==> src/rtl/instr_mem_loader_pkg.sv <==
// Shared types and constants for the instruction-memory loader.
// Optional CHK state exists only when LOADER_CHECKSUM_EN is defined.
package instr_mem_loader_pkg;

   localparam int HDR_BYTES  = 2;
   localparam int WORD_BYTES = 4;
   localparam int LEN_W      = 8 * HDR_BYTES;

   typedef enum logic [2:0] {
      IDLE,
      LEN_HI,
      LEN_LO,
      DATA,
`ifdef LOADER_CHECKSUM_EN
      CHK,
`endif
      DONE,
      ERR
   } loader_state_e;

endpackage

==> src/rtl/instr_mem_loader_if.sv <==
// Byte-stream input and IM write port of the loader, bundled as one interface.
// master = host side / memory observer, slave = loader.
interface instr_mem_loader_if #(
   parameter int ADDR_W = 10
);
   logic [7:0]        in_data_i;
   logic              in_valid_i;
   logic              in_ready_o;
   logic              imem_we_o;
   logic [ADDR_W-1:0] imem_addr_o;
   logic [31:0]       imem_data_o;

   modport master (
      output in_data_i, in_valid_i,
      input  in_ready_o, imem_we_o, imem_addr_o, imem_data_o
   );

   modport slave (
      input  in_data_i, in_valid_i,
      output in_ready_o, imem_we_o, imem_addr_o, imem_data_o
   );
endinterface

==> src/rtl/instr_mem_loader_byte_packer.sv <==
// 8->32 big-endian word assembler: first byte lands in word[31:24].
// word/word_valid are combinational on the transfer of the final byte.
module byte_packer
   import instr_mem_loader_pkg::*;
(
   input  logic                    clk,
   input  logic                    rst_n,
   input  logic                    clear,
   input  logic [7:0]              data,
   input  logic                    valid,
   output logic [8*WORD_BYTES-1:0] word,
   output logic                    word_valid
);

   localparam int CNT_W = $clog2(WORD_BYTES);

   logic [8*(WORD_BYTES-1)-1:0] shift_q;
   logic [CNT_W-1:0]            cnt_q;

   always_ff @(posedge clk) begin
      if (!rst_n || clear) begin
         shift_q <= '0;
         cnt_q   <= '0;
      end else if (valid) begin
         shift_q <= {shift_q[8*(WORD_BYTES-2)-1:0], data};
         cnt_q   <= cnt_q + CNT_W'(1);
      end
   end

   assign word       = {shift_q, data};
   assign word_valid = valid && (cnt_q == CNT_W'(WORD_BYTES - 1));

endmodule

==> src/rtl/instr_mem_loader.sv <==
// Loads a length-prefixed big-endian program image into IM and releases the core when done.
// Define LOADER_CHECKSUM_EN to require a trailing checksum byte before release.
module instr_mem_loader
   import instr_mem_loader_pkg::*;
#(
   parameter int ADDR_W    = 10,
   parameter int BASE_ADDR = 0,
   parameter int MAX_WORDS = 1024
) (
   input  logic              clk_i,
   input  logic              rst_i,
   input  logic              start_i,
   instr_mem_loader_if.slave bus,
   output logic              cpu_rst_n_o,
   output logic              done_o,
   output logic              err_o
);

   loader_state_e     state_q, state_d;
   logic [LEN_W-1:0]  len_q, idx_q, len_full;
   logic              xfer, start_load, pack_valid, word_valid;
   logic [31:0]       word;
   logic              we_q;
   logic [ADDR_W-1:0] addr_q;
   logic [31:0]       data_q;
`ifdef LOADER_CHECKSUM_EN
   logic [7:0]        sum_q;
   logic              last_word;
`else
   logic              flush;
`endif

   assign xfer       = bus.in_valid_i & bus.in_ready_o;
   assign start_load = start_i & ((state_q == IDLE) || (state_q == DONE) || (state_q == ERR));
   assign len_full   = {len_q[LEN_W-1:8], bus.in_data_i};

`ifdef LOADER_CHECKSUM_EN
   assign last_word  = (idx_q == len_q - LEN_W'(1));
   assign pack_valid = xfer & (state_q == DATA);
   assign bus.in_ready_o = (state_q == LEN_HI) || (state_q == LEN_LO) ||
                           (state_q == DATA) || (state_q == CHK);
`else
   // Release waits one cycle past the final write pulse; bytes in that cycle are dropped.
   assign flush      = (state_q == DATA) & we_q & (idx_q == len_q);
   assign pack_valid = xfer & (state_q == DATA) & ~flush;
   assign bus.in_ready_o = (state_q == LEN_HI) || (state_q == LEN_LO) || (state_q == DATA);
`endif

   byte_packer u_packer (
      .clk        (clk_i),
      .rst_n      (rst_i),
      .clear      (start_load),
      .data       (bus.in_data_i),
      .valid      (pack_valid),
      .word       (word),
      .word_valid (word_valid)
   );

   always_ff @(posedge clk_i) begin
      if (!rst_i) state_q <= IDLE;
      else        state_q <= state_d;
   end

   always_comb begin
      state_d = state_q;
      unique case (state_q)
         IDLE, DONE, ERR: if (start_i) state_d = LEN_HI;
         LEN_HI:          if (xfer) state_d = LEN_LO;
         LEN_LO: begin
            if (xfer) begin
               if (len_full == '0)                        state_d = DONE;
               else if (32'(len_full) > 32'(MAX_WORDS))   state_d = ERR;
               else                                       state_d = DATA;
            end
         end
`ifdef LOADER_CHECKSUM_EN
         DATA: if (word_valid && last_word) state_d = CHK;
         CHK: begin
            if (xfer) begin
               if (8'(sum_q + bus.in_data_i) == 8'd0) state_d = DONE;
               else                                   state_d = ERR;
            end
         end
`else
         DATA: if (flush) state_d = DONE;
`endif
         default: state_d = IDLE;
      endcase
   end

   always_ff @(posedge clk_i) begin
      if (!rst_i) begin
         we_q   <= 1'b0;
         addr_q <= '0;
         data_q <= '0;
         len_q  <= '0;
         idx_q  <= '0;
`ifdef LOADER_CHECKSUM_EN
         sum_q  <= '0;
`endif
      end else begin
         we_q <= word_valid;
         if (word_valid) begin
            addr_q <= ADDR_W'(BASE_ADDR) + ADDR_W'(idx_q);
            data_q <= word;
            idx_q  <= idx_q + LEN_W'(1);
         end
         if (state_q == LEN_HI && xfer) len_q[LEN_W-1:8] <= bus.in_data_i;
         if (state_q == LEN_LO && xfer) len_q <= len_full;
`ifdef LOADER_CHECKSUM_EN
         if (pack_valid) sum_q <= sum_q + bus.in_data_i;
         if (start_load) sum_q <= '0;
`endif
         if (start_load) idx_q <= '0;
      end
   end

   assign bus.imem_we_o   = we_q;
   assign bus.imem_addr_o = addr_q;
   assign bus.imem_data_o = data_q;
   assign cpu_rst_n_o     = (state_q == DONE);
   assign done_o          = (state_q == DONE);
   assign err_o           = (state_q == ERR);

endmodule

==> src/flat_wrapper.sv <==
// flat-port wrapper written by rule: the top's interface ports become plain ports
module instr_mem_loader_flat import instr_mem_loader_pkg::*;
#(
   parameter int ADDR_W    = 10,
   parameter int BASE_ADDR = 0,
   parameter int MAX_WORDS = 1024
)
  (clk_i, rst_i, start_i, cpu_rst_n_o, done_o, err_o, bus_in_data_i, bus_in_valid_i, bus_in_ready_o, bus_imem_we_o, bus_imem_addr_o, bus_imem_data_o);
  instr_mem_loader_if #(.ADDR_W(ADDR_W)) bus_i ();
  input  logic clk_i;
  input  logic rst_i;
  input  logic start_i;
  output logic cpu_rst_n_o;
  output logic done_o;
  output logic err_o;
  input wire logic [$bits(bus_i.in_data_i)-1:0] bus_in_data_i;
  input wire logic [$bits(bus_i.in_valid_i)-1:0] bus_in_valid_i;
  output wire logic [$bits(bus_i.in_ready_o)-1:0] bus_in_ready_o;
  output wire logic [$bits(bus_i.imem_we_o)-1:0] bus_imem_we_o;
  output wire logic [$bits(bus_i.imem_addr_o)-1:0] bus_imem_addr_o;
  output wire logic [$bits(bus_i.imem_data_o)-1:0] bus_imem_data_o;
  assign bus_i.in_data_i = bus_in_data_i;
  assign bus_i.in_valid_i = bus_in_valid_i;
  assign bus_in_ready_o = bus_i.in_ready_o;
  assign bus_imem_we_o = bus_i.imem_we_o;
  assign bus_imem_addr_o = bus_i.imem_addr_o;
  assign bus_imem_data_o = bus_i.imem_data_o;
  instr_mem_loader #(.ADDR_W(ADDR_W), .BASE_ADDR(BASE_ADDR), .MAX_WORDS(MAX_WORDS)) u_core (.clk_i(clk_i), .rst_i(rst_i), .start_i(start_i), .bus(bus_i), .cpu_rst_n_o(cpu_rst_n_o), .done_o(done_o), .err_o(err_o));
endmodule
==> config.mk <==
export PLATFORM = sky130hd
export DESIGN_NAME = instr_mem_loader_flat
export DESIGN_NICKNAME = d
export VERILOG_FILES = /design/src/rtl/instr_mem_loader_pkg.sv /design/src/rtl/instr_mem_loader_if.sv /design/src/rtl/instr_mem_loader_byte_packer.sv /design/src/rtl/instr_mem_loader.sv /design/src/flat_wrapper.sv
export SDC_FILE = /design/constraint.sdc
export NUM_CORES = 1
export LEC_CHECK = 0
export BUFFER_PORTS_ARGS = -buffer_cell sky130_fd_sc_hd__buf_2
export CORE_MARGIN = 5
export CORE_UTILIZATION = 45
export DETAILED_ROUTE_END_ITERATION = 8
export PLACE_DENSITY = 0.69
export SYNTH_ARGS = -nofsm -noshare
export SYNTH_HDL_FRONTEND = slang
export SYNTH_SLANG_ARGS = --single-unit
==> constraint.sdc <==
create_clock -name clk_i -period 1.8 [get_ports clk_i]
set_input_delay 0.54 -clock clk_i [delete_from_list [all_inputs] [get_ports clk_i]]
set_output_delay 0.54 -clock clk_i [all_outputs]
set_load 0.1 [all_outputs]
==> impl_metrics.py, run 1 <==
metrics = {
    "sta": {
        "grt_setup_unrepaired": "yes",
        "worst_slew_pin_slew_ns": 0.501,
        "period_minus_slack_ns": 1.96,
        "slew_headroom_pct": 66.8,
        "fin_crit_sh_pct": 109,
        "setup_viol": 90,
        "drv_slew": 0,
        "final_hold_viol_count": 0,
        "finalClockSkew_ns": 0.0144,
        "worst_hold_slack_ns": 0.451,
        "setup_ws_ns": -0.161,
        "fmax_mhz": 510,
    },
    "clock_network": {
        "path_clk_slew_ns": 0.11,
        "cts-buffers-inserted": 9,
        "ctsHoldBuffers": 0,
        "cts_sinks": 104,
        "cts_tree": "built",
        "root_buffer": "clkbuf_8",
        "clk_path_buf_depth": 2,
        "cts_max_level": 3,
        "clock_latency_ns": 0.37,
    },
    "logic_synthesis": {
        "synth_cells": 534,
        "synth-edff-count": 0,
        "ys_seq_area_share_pct": 47.6,
        "syn-cell-area_mm2": 0.00438,
        "synth.avg_cell_area_um2": 8.20,
        "synth_async_sr_flop_share_pct": 0,
        "synth_nets": 548,
        "synth-main-ff-cell": "dfxtp_1",
        "synthDistinctLibCells": 43,
        "yosysWarnings": 0,
        "synth-seq-cells": 104,
    },
    "die": {
        "die_w_um": 109,
        "die_h_um": 109,
        "dieArea_mm2": 0.0118,
        "coreArea_mm2": 0.00964,
        "num_rows": 36,
        "initial_core_util_pct": 45.4,
        "ios": 59,
    },
    "power_and_ir_drop": {
        "power_leakage_nw": 2.30,
        "irDropWorstVdd_v": 0.000459,
        "p_per_area_mw_per_mm2": 776,
        "fin_total_pwr_w": 0.00461,
    },
    "outcome": {
        "violations": "setup timing",
        "status": "complete, but fails checks",
    },
    "drt": {
        "firstDrtPassIters": 5,
        "wl_per_cell_um": 16.1,
        "drt_iter0_markers": 290,
        "vias_per_cell": 5.41,
        "wirelength_um": 12300,
        "drc": 0,
        "ant_nets": 0,
        "vias": 4135,
    },
    "cells_and_area": {
        "final_cell_area_mm2": 0.00594,
        "drive_gt1_share_pct": 34.2,
        "layout_common_cells": "91 x nand2_1, 84 x dfxtp_1, 57 x nand3_1",
        "antenna_cells": 0,
        "syn_to_final_growth_pct": 35.6,
        "final_cells": 765,
        "mostFrequentLayoutCell": "nand2_1",
        "nets": 641,
    },
    "critical_path": {
        "critPathLaunch": "u_core.len_q[15]",
        "required_ns": 2.06,
        "cp_max_fo": 21,
        "r2r_slack_ns": -0.16,
        "r2r-start": "u_core.len_q[15]",
        "crit_type": "reg2reg",
        "endpoint_kind": "flip-flop",
        "max_stage_delay_ns": 0.38,
        "setup.worst_path.start_class": "flip-flop",
        "path_cells": "xor2_1, nor4_2, nand3_2, o211a_4, buf_12, nand3_1, o21ai_0",
        "arrival_ns": 2.22,
        "cpMaxStageDelayCell": "o211a_4",
    },
    "placed_design": {
        "post-place-ws_ns": -0.173,
        "routabilityCongestion": 0.906,
        "dpl-instance-area_mm2": 0.00530,
        "dp.cells": 734,
        "port_buffers": 58,
        "dpl.hpwl_um": 8250,
    },
    "global_route": {
        "antenna_found_initial": 0,
        "grt_pass1_wl_um": 19100,
        "grt_overflow": 0,
        "grt_pass1_vias": 3924,
        "globalRouteTotalUtil_pct": 20.5,
        "grt_max_degree": 55,
    },
    "min_path": {
        "hp-class": "reg2reg",
        "hp-start": "u_core.bus.imem_data_o[25]",
    },
    "flow_run": {
        "maxCapViolations": 0,
    },
}
## path summary, 6_finish.rpt
check                                     to  cells past startpoint
setup / recovery   u_core.bus.imem_addr_o[7]                      7
hold / removal    u_core.bus.imem_data_o[25]                      2
setup reg to reg   u_core.bus.imem_addr_o[7]                      7
hold reg to reg   u_core.bus.imem_data_o[25]                      2
## cell families (layout without fill, tap and decap cells)
kind of cell	after synthesis	after routing	synth area share (%)
flops	104	104	47.6
xor+xnor	20	20	4.00
fa+ha+maj	2	2	0.572
mux	12	12	2.74
compound gates	112	112	13.9
buf+inv	44	142	4.69
simple gates	240	240	26.6
## layout make-up
cell class / count / area [um2]
multi-input combinational: 386 / 2380
timing repair buffer: 126 / 1090
sequential: 104 / 2110
clock inverter: 5 / 41.3
fill: 835 / 3700
clock buffer: 11 / 141
tap: 133 / 166
## cells in the mapped netlist, types with 5 or more instances
master    number  area share [%]
dfxtp_1      104              48
nand2_1       92             7.9
nand3_1       79             9.0
o21ai_0       60             6.9
clkbuf_1      27             2.3
o21ai_1       21             2.4
xor2_1        17             3.4
a21oi_1       13             1.5
mux2i_1       12             2.7
nor2_1        11            0.94
or3_1         11             1.6
nor2b_1       10             1.4
a21boi_0       8             1.4
nor3_1         8            0.91
buf_2          7            0.80
nor4_1         5            0.71
## through the flow
stage               utilization, %  TNS (ns)
floorplan                        -    -0.860
global placement              55.0     -1.99
detailed placement            55.0     -4.04
CTS                           58.5     -4.45
global route                  61.6    -15.73
finish                        61.6     -8.73
## critical path, delay by kind of cell (launching register included)
kind,cells,cell delay [ns]
AO/OA/AOI/OAI,2,0.46
XOR/XNOR,1,0.17
buffers and inverters,1,0.18
flip-flops,1,0.34
AND/OR/NAND/NOR,3,0.68
## report_power, final
group          leakage [nW]  switching, W  internal (W)
clock                0.0861      0.000837      0.000552
combinational          1.37      0.000485      0.000362
sequential            0.849     0.0000349       0.00234
## timing repair
action | 4_1_cts | 5_1_grt
buffers inserted | 9 | 1
setup endpoints to repair | 88 | 99
gates cloned | 0 | 5
resized for setup | 39 | 68
pin swaps | 13 | 14
## metal layers
layer,wire length [um],track usage (%),up-vias
li1,-,-,2032
met1,5530,27.9,1952
met2,5980,32.7,132
met3,605,3.49,19
met4,214,8.12,0
met5,0,0,-
## flip-flops by register name, indices dropped and copies added, names as in the netlist
| signal | count |
|---|---|
| u_core.u_packer.cnt_q | 2 |
| u_core.u_packer.shift_q | 24 |
| u_core.bus.imem_data_o | 32 |
| u_core.state_q | 3 |
| u_core.idx_q | 16 |
| u_core.len_q | 16 |
| u_core.bus.imem_we_o | 1 |
| u_core.bus.imem_addr_o | 10 |
(Power assumes the default switching activity.)
==> inputs of run 2 (changes only) <==
--- a/config.mk
+++ b/config.mk
@@ -9,7 +9,7 @@
 export CORE_MARGIN = 5
 export CORE_UTILIZATION = 45
 export DETAILED_ROUTE_END_ITERATION = 8
-export PLACE_DENSITY = 0.69
+export PLACE_DENSITY = 0.67
 export SYNTH_ARGS = -nofsm -noshare
 export SYNTH_HDL_FRONTEND = slang
 export SYNTH_SLANG_ARGS = --single-unit
==> constraint.sdc (replaced) <==
create_clock -name clk_i -period 2.35 [get_ports clk_i]
set_input_delay 0.705 -clock clk_i [delete_from_list [all_inputs] [get_ports clk_i]]
set_output_delay 0.705 -clock clk_i [all_outputs]
set_load 0.1 [all_outputs]
==> run 2 against run 1 <==
  * The flow now finishes without violations
  * Critical path depth fell by 5
  * Via count fell by 9.3%
  * Combinational power fell by 53%
  * Clock-buffer cell count fell by 1
  * Non-clock buffer count fell by 55
  * Worst hold slack improved by 0.0037 ns
  * Utilization fell by 10 points
  * Cell count fell by 7.2%
  * Largest power group unchanged
  * Die area did not move
==> impl_metrics.py, run 2 (synthesis gave the netlist of run 1 again) <==
metrics = {
    "clock_network": {
        "cts_tree": "built",
        "clk_path_buf_depth": 2,
        "root_buffer": "clkbuf_8",
        "clock_latency_ns": 0.38,
        "cts-buffers-inserted": 9,
        "cts_resized": 1,
        "cts_max_level": 3,
        "post-cts-setup-buffers": 0,
        "cts_sinks": 104,
        "ctsHoldBuffers": 0,
        "path_clk_slew_ns": 0.10,
    },
    "cells_and_area": {
        "antenna_cells": 0,
        "drive_gt1_share_pct": 16.5,
        "layout_common_cells": "103 x dfxtp_1, 92 x nand2_1, 79 x nand3_1",
        "seq_area_mm2": 0.00208,
        "mostFrequentLayoutCell": "dfxtp_1",
        "syn_to_final_growth_pct": 13.1,
        "fillers": 941,
        "multiInputGateArea_mm2": 0.00210,
        "largest_register_ffs": 32,
        "nets": 586,
    },
    "drt": {
        "vias": 3750,
        "vias_per_cell": 5.28,
        "wirelength_um": 10200,
        "drt_iter0_markers": 263,
        "wl_per_cell_um": 14.4,
        "drc": 0,
        "ant_nets": 0,
        "firstDrtPassIters": 4,
    },
    "die": {
        "num_rows": 36,
        "initial_core_util_pct": 45.4,
        "ios": 59,
        "die_w_um": 109,
        "die_h_um": 109,
        "coreArea_mm2": 0.00964,
        "dieArea_mm2": 0.0118,
    },
    "min_path": {
        "hp-start": "u_core.bus.imem_data_o[25]",
        "hp-class": "reg2reg",
    },
    "critical_path": {
        "path_cells": "nor3b_4, buf_2",
        "crit_type": "reg2out",
        "arrival_ns": 1.60,
        "r2r-start": "u_core.idx_q[4]",
        "max_stage_delay_ns": 0.53,
        "setup.worst_path.start_class": "flip-flop",
        "critPathLaunch": "u_core.state_q[2]",
        "cpMaxStageDelayCell": "dfxtp_1",
        "required_ns": 1.64,
        "endpoint_kind": "output pin",
        "cp_max_fo": 12,
    },
    "sta": {
        "fin_crit_sh_pct": 98.1,
        "setup_viol": 0,
        "setup-tns-final_ns": 0,
        "period_minus_slack_ns": 2.31,
        "drv_slew": 0,
        "worst_hold_slack_ns": 0.455,
        "slew_headroom_pct": 21.2,
        "final_hold_viol_count": 0,
        "finalClockSkew_ns": 0.00988,
        "grt_setup_unrepaired": "yes",
        "fmax_mhz": 434,
        "worst_slew_pin_slew_ns": 1.17,
    },
    "power_and_ir_drop": {
        "switchingPower_w": 0.000957,
        "power_frac_clock_pct": 31.5,
        "intPower_w": 0.00230,
        "power_frac_comb_pct": 12.2,
        "sw_frac_of_total_pct": 29.4,
        "irDropWorstVdd_v": 0.000325,
        "p_per_area_mw_per_mm2": 658,
        "seqPwrFrac_pct": 56.3,
        "power_leakage_nw": 1.90,
    },
    "global_route": {
        "top_usage_layer": "met2",
        "antenna_found_initial": 0,
        "grt_pass1_wl_um": 17000,
        "met2_usage_pct": 26.6,
        "grt_pass1_vias": 3392,
        "use_met1_pct": 26.2,
        "grt_max_degree": 66,
        "globalRouteTotalUtil_pct": 18.0,
        "met3_usage_pct": 3.43,
        "grt_overflow": 0,
    },
    "placed_design": {
        "routabilityCongestion": 0.923,
        "dpl.hpwl_um": 7100,
        "port_buffers": 58,
    },
    "outcome": {
        "status": "finished, final reports clean",
    },
    "flow_run": {
        "maxCapViolations": 0,
    },
}
[run 2: cell types whose count changed in the layout (fill, tap and decap cells not counted), sizes merged]
| cell | previous run | this run |
|---|---|---|
| clkinvlp | 2 | 3 |
| buf | 121 | 71 |
| clkbuf | 16 | 10 |
[run 2: metrics by stage]
stage          util (%)  instances  setup slack (ns)  power [W]  cell area (um2)
2_1_floorplan         -        534            -0.289    0.00217             4390
3_3_place_gp       49.6        694             0.198    0.00226             4780
3_5_place_dp       49.6        694             0.168    0.00227             4780
4_1_cts            51.4        710            0.0184    0.00328             4950
5_1_grt            51.4        710           -0.0639    0.00339             4950
6_report           51.4        710            0.0446    0.00326             4950
[run 2: per-layer routing]
metal,wire length [um],vias up,part of all wire (%)
met5,0,-,0
met4,162,0,1.6
met2,4570,78,45
met1,5030,1735,49
met3,460,16,4.5
li1,-,1921,-
[run 2: worst max-delay path, delay by kind of cell (launching register included)]
family,cells,cell delay (ns)
flip-flops,1,0.53
AND/OR/NAND/NOR,1,0.24
buffers and inverters,1,0.45
[run 2: power by group through the flow]
stage	registers, W	clock network (W)	logic (W)
6_report	0.00184	0.00103	0.000397
5_1_grt	0.00184	0.00111	0.000437
4_1_cts	0.00184	0.00105	0.000397
3_5_place_dp	0.00188	0	0.000396
3_3_place_gp	0.00187	0	0.000390
2_1_floorplan	0.00184	0	0.000328
[run 2: worst paths after layout]
kind	end	slack, ns	cells after the start
worst max-delay path	cpu_rst_n_o	0.04	2
worst min-delay path	u_core.bus.imem_data_o[25]	0.45	2
worst max register to register	u_core.u_packer.cnt_q[0]	0.26	7
worst min register to register	u_core.bus.imem_data_o[25]	0.45	2
[run 2: layout make-up]
| cell class | count | share of cell area (%) |
|---|---|---|
| flip-flops and latches | 104 | 42.1 |
| repair buffers | 71 | 8.59 |
| clock inverters | 6 | 0.910 |
| clock buffers | 10 | 2.58 |
| multi-input cells | 386 | 42.5 |
| well taps | 133 | 3.36 |
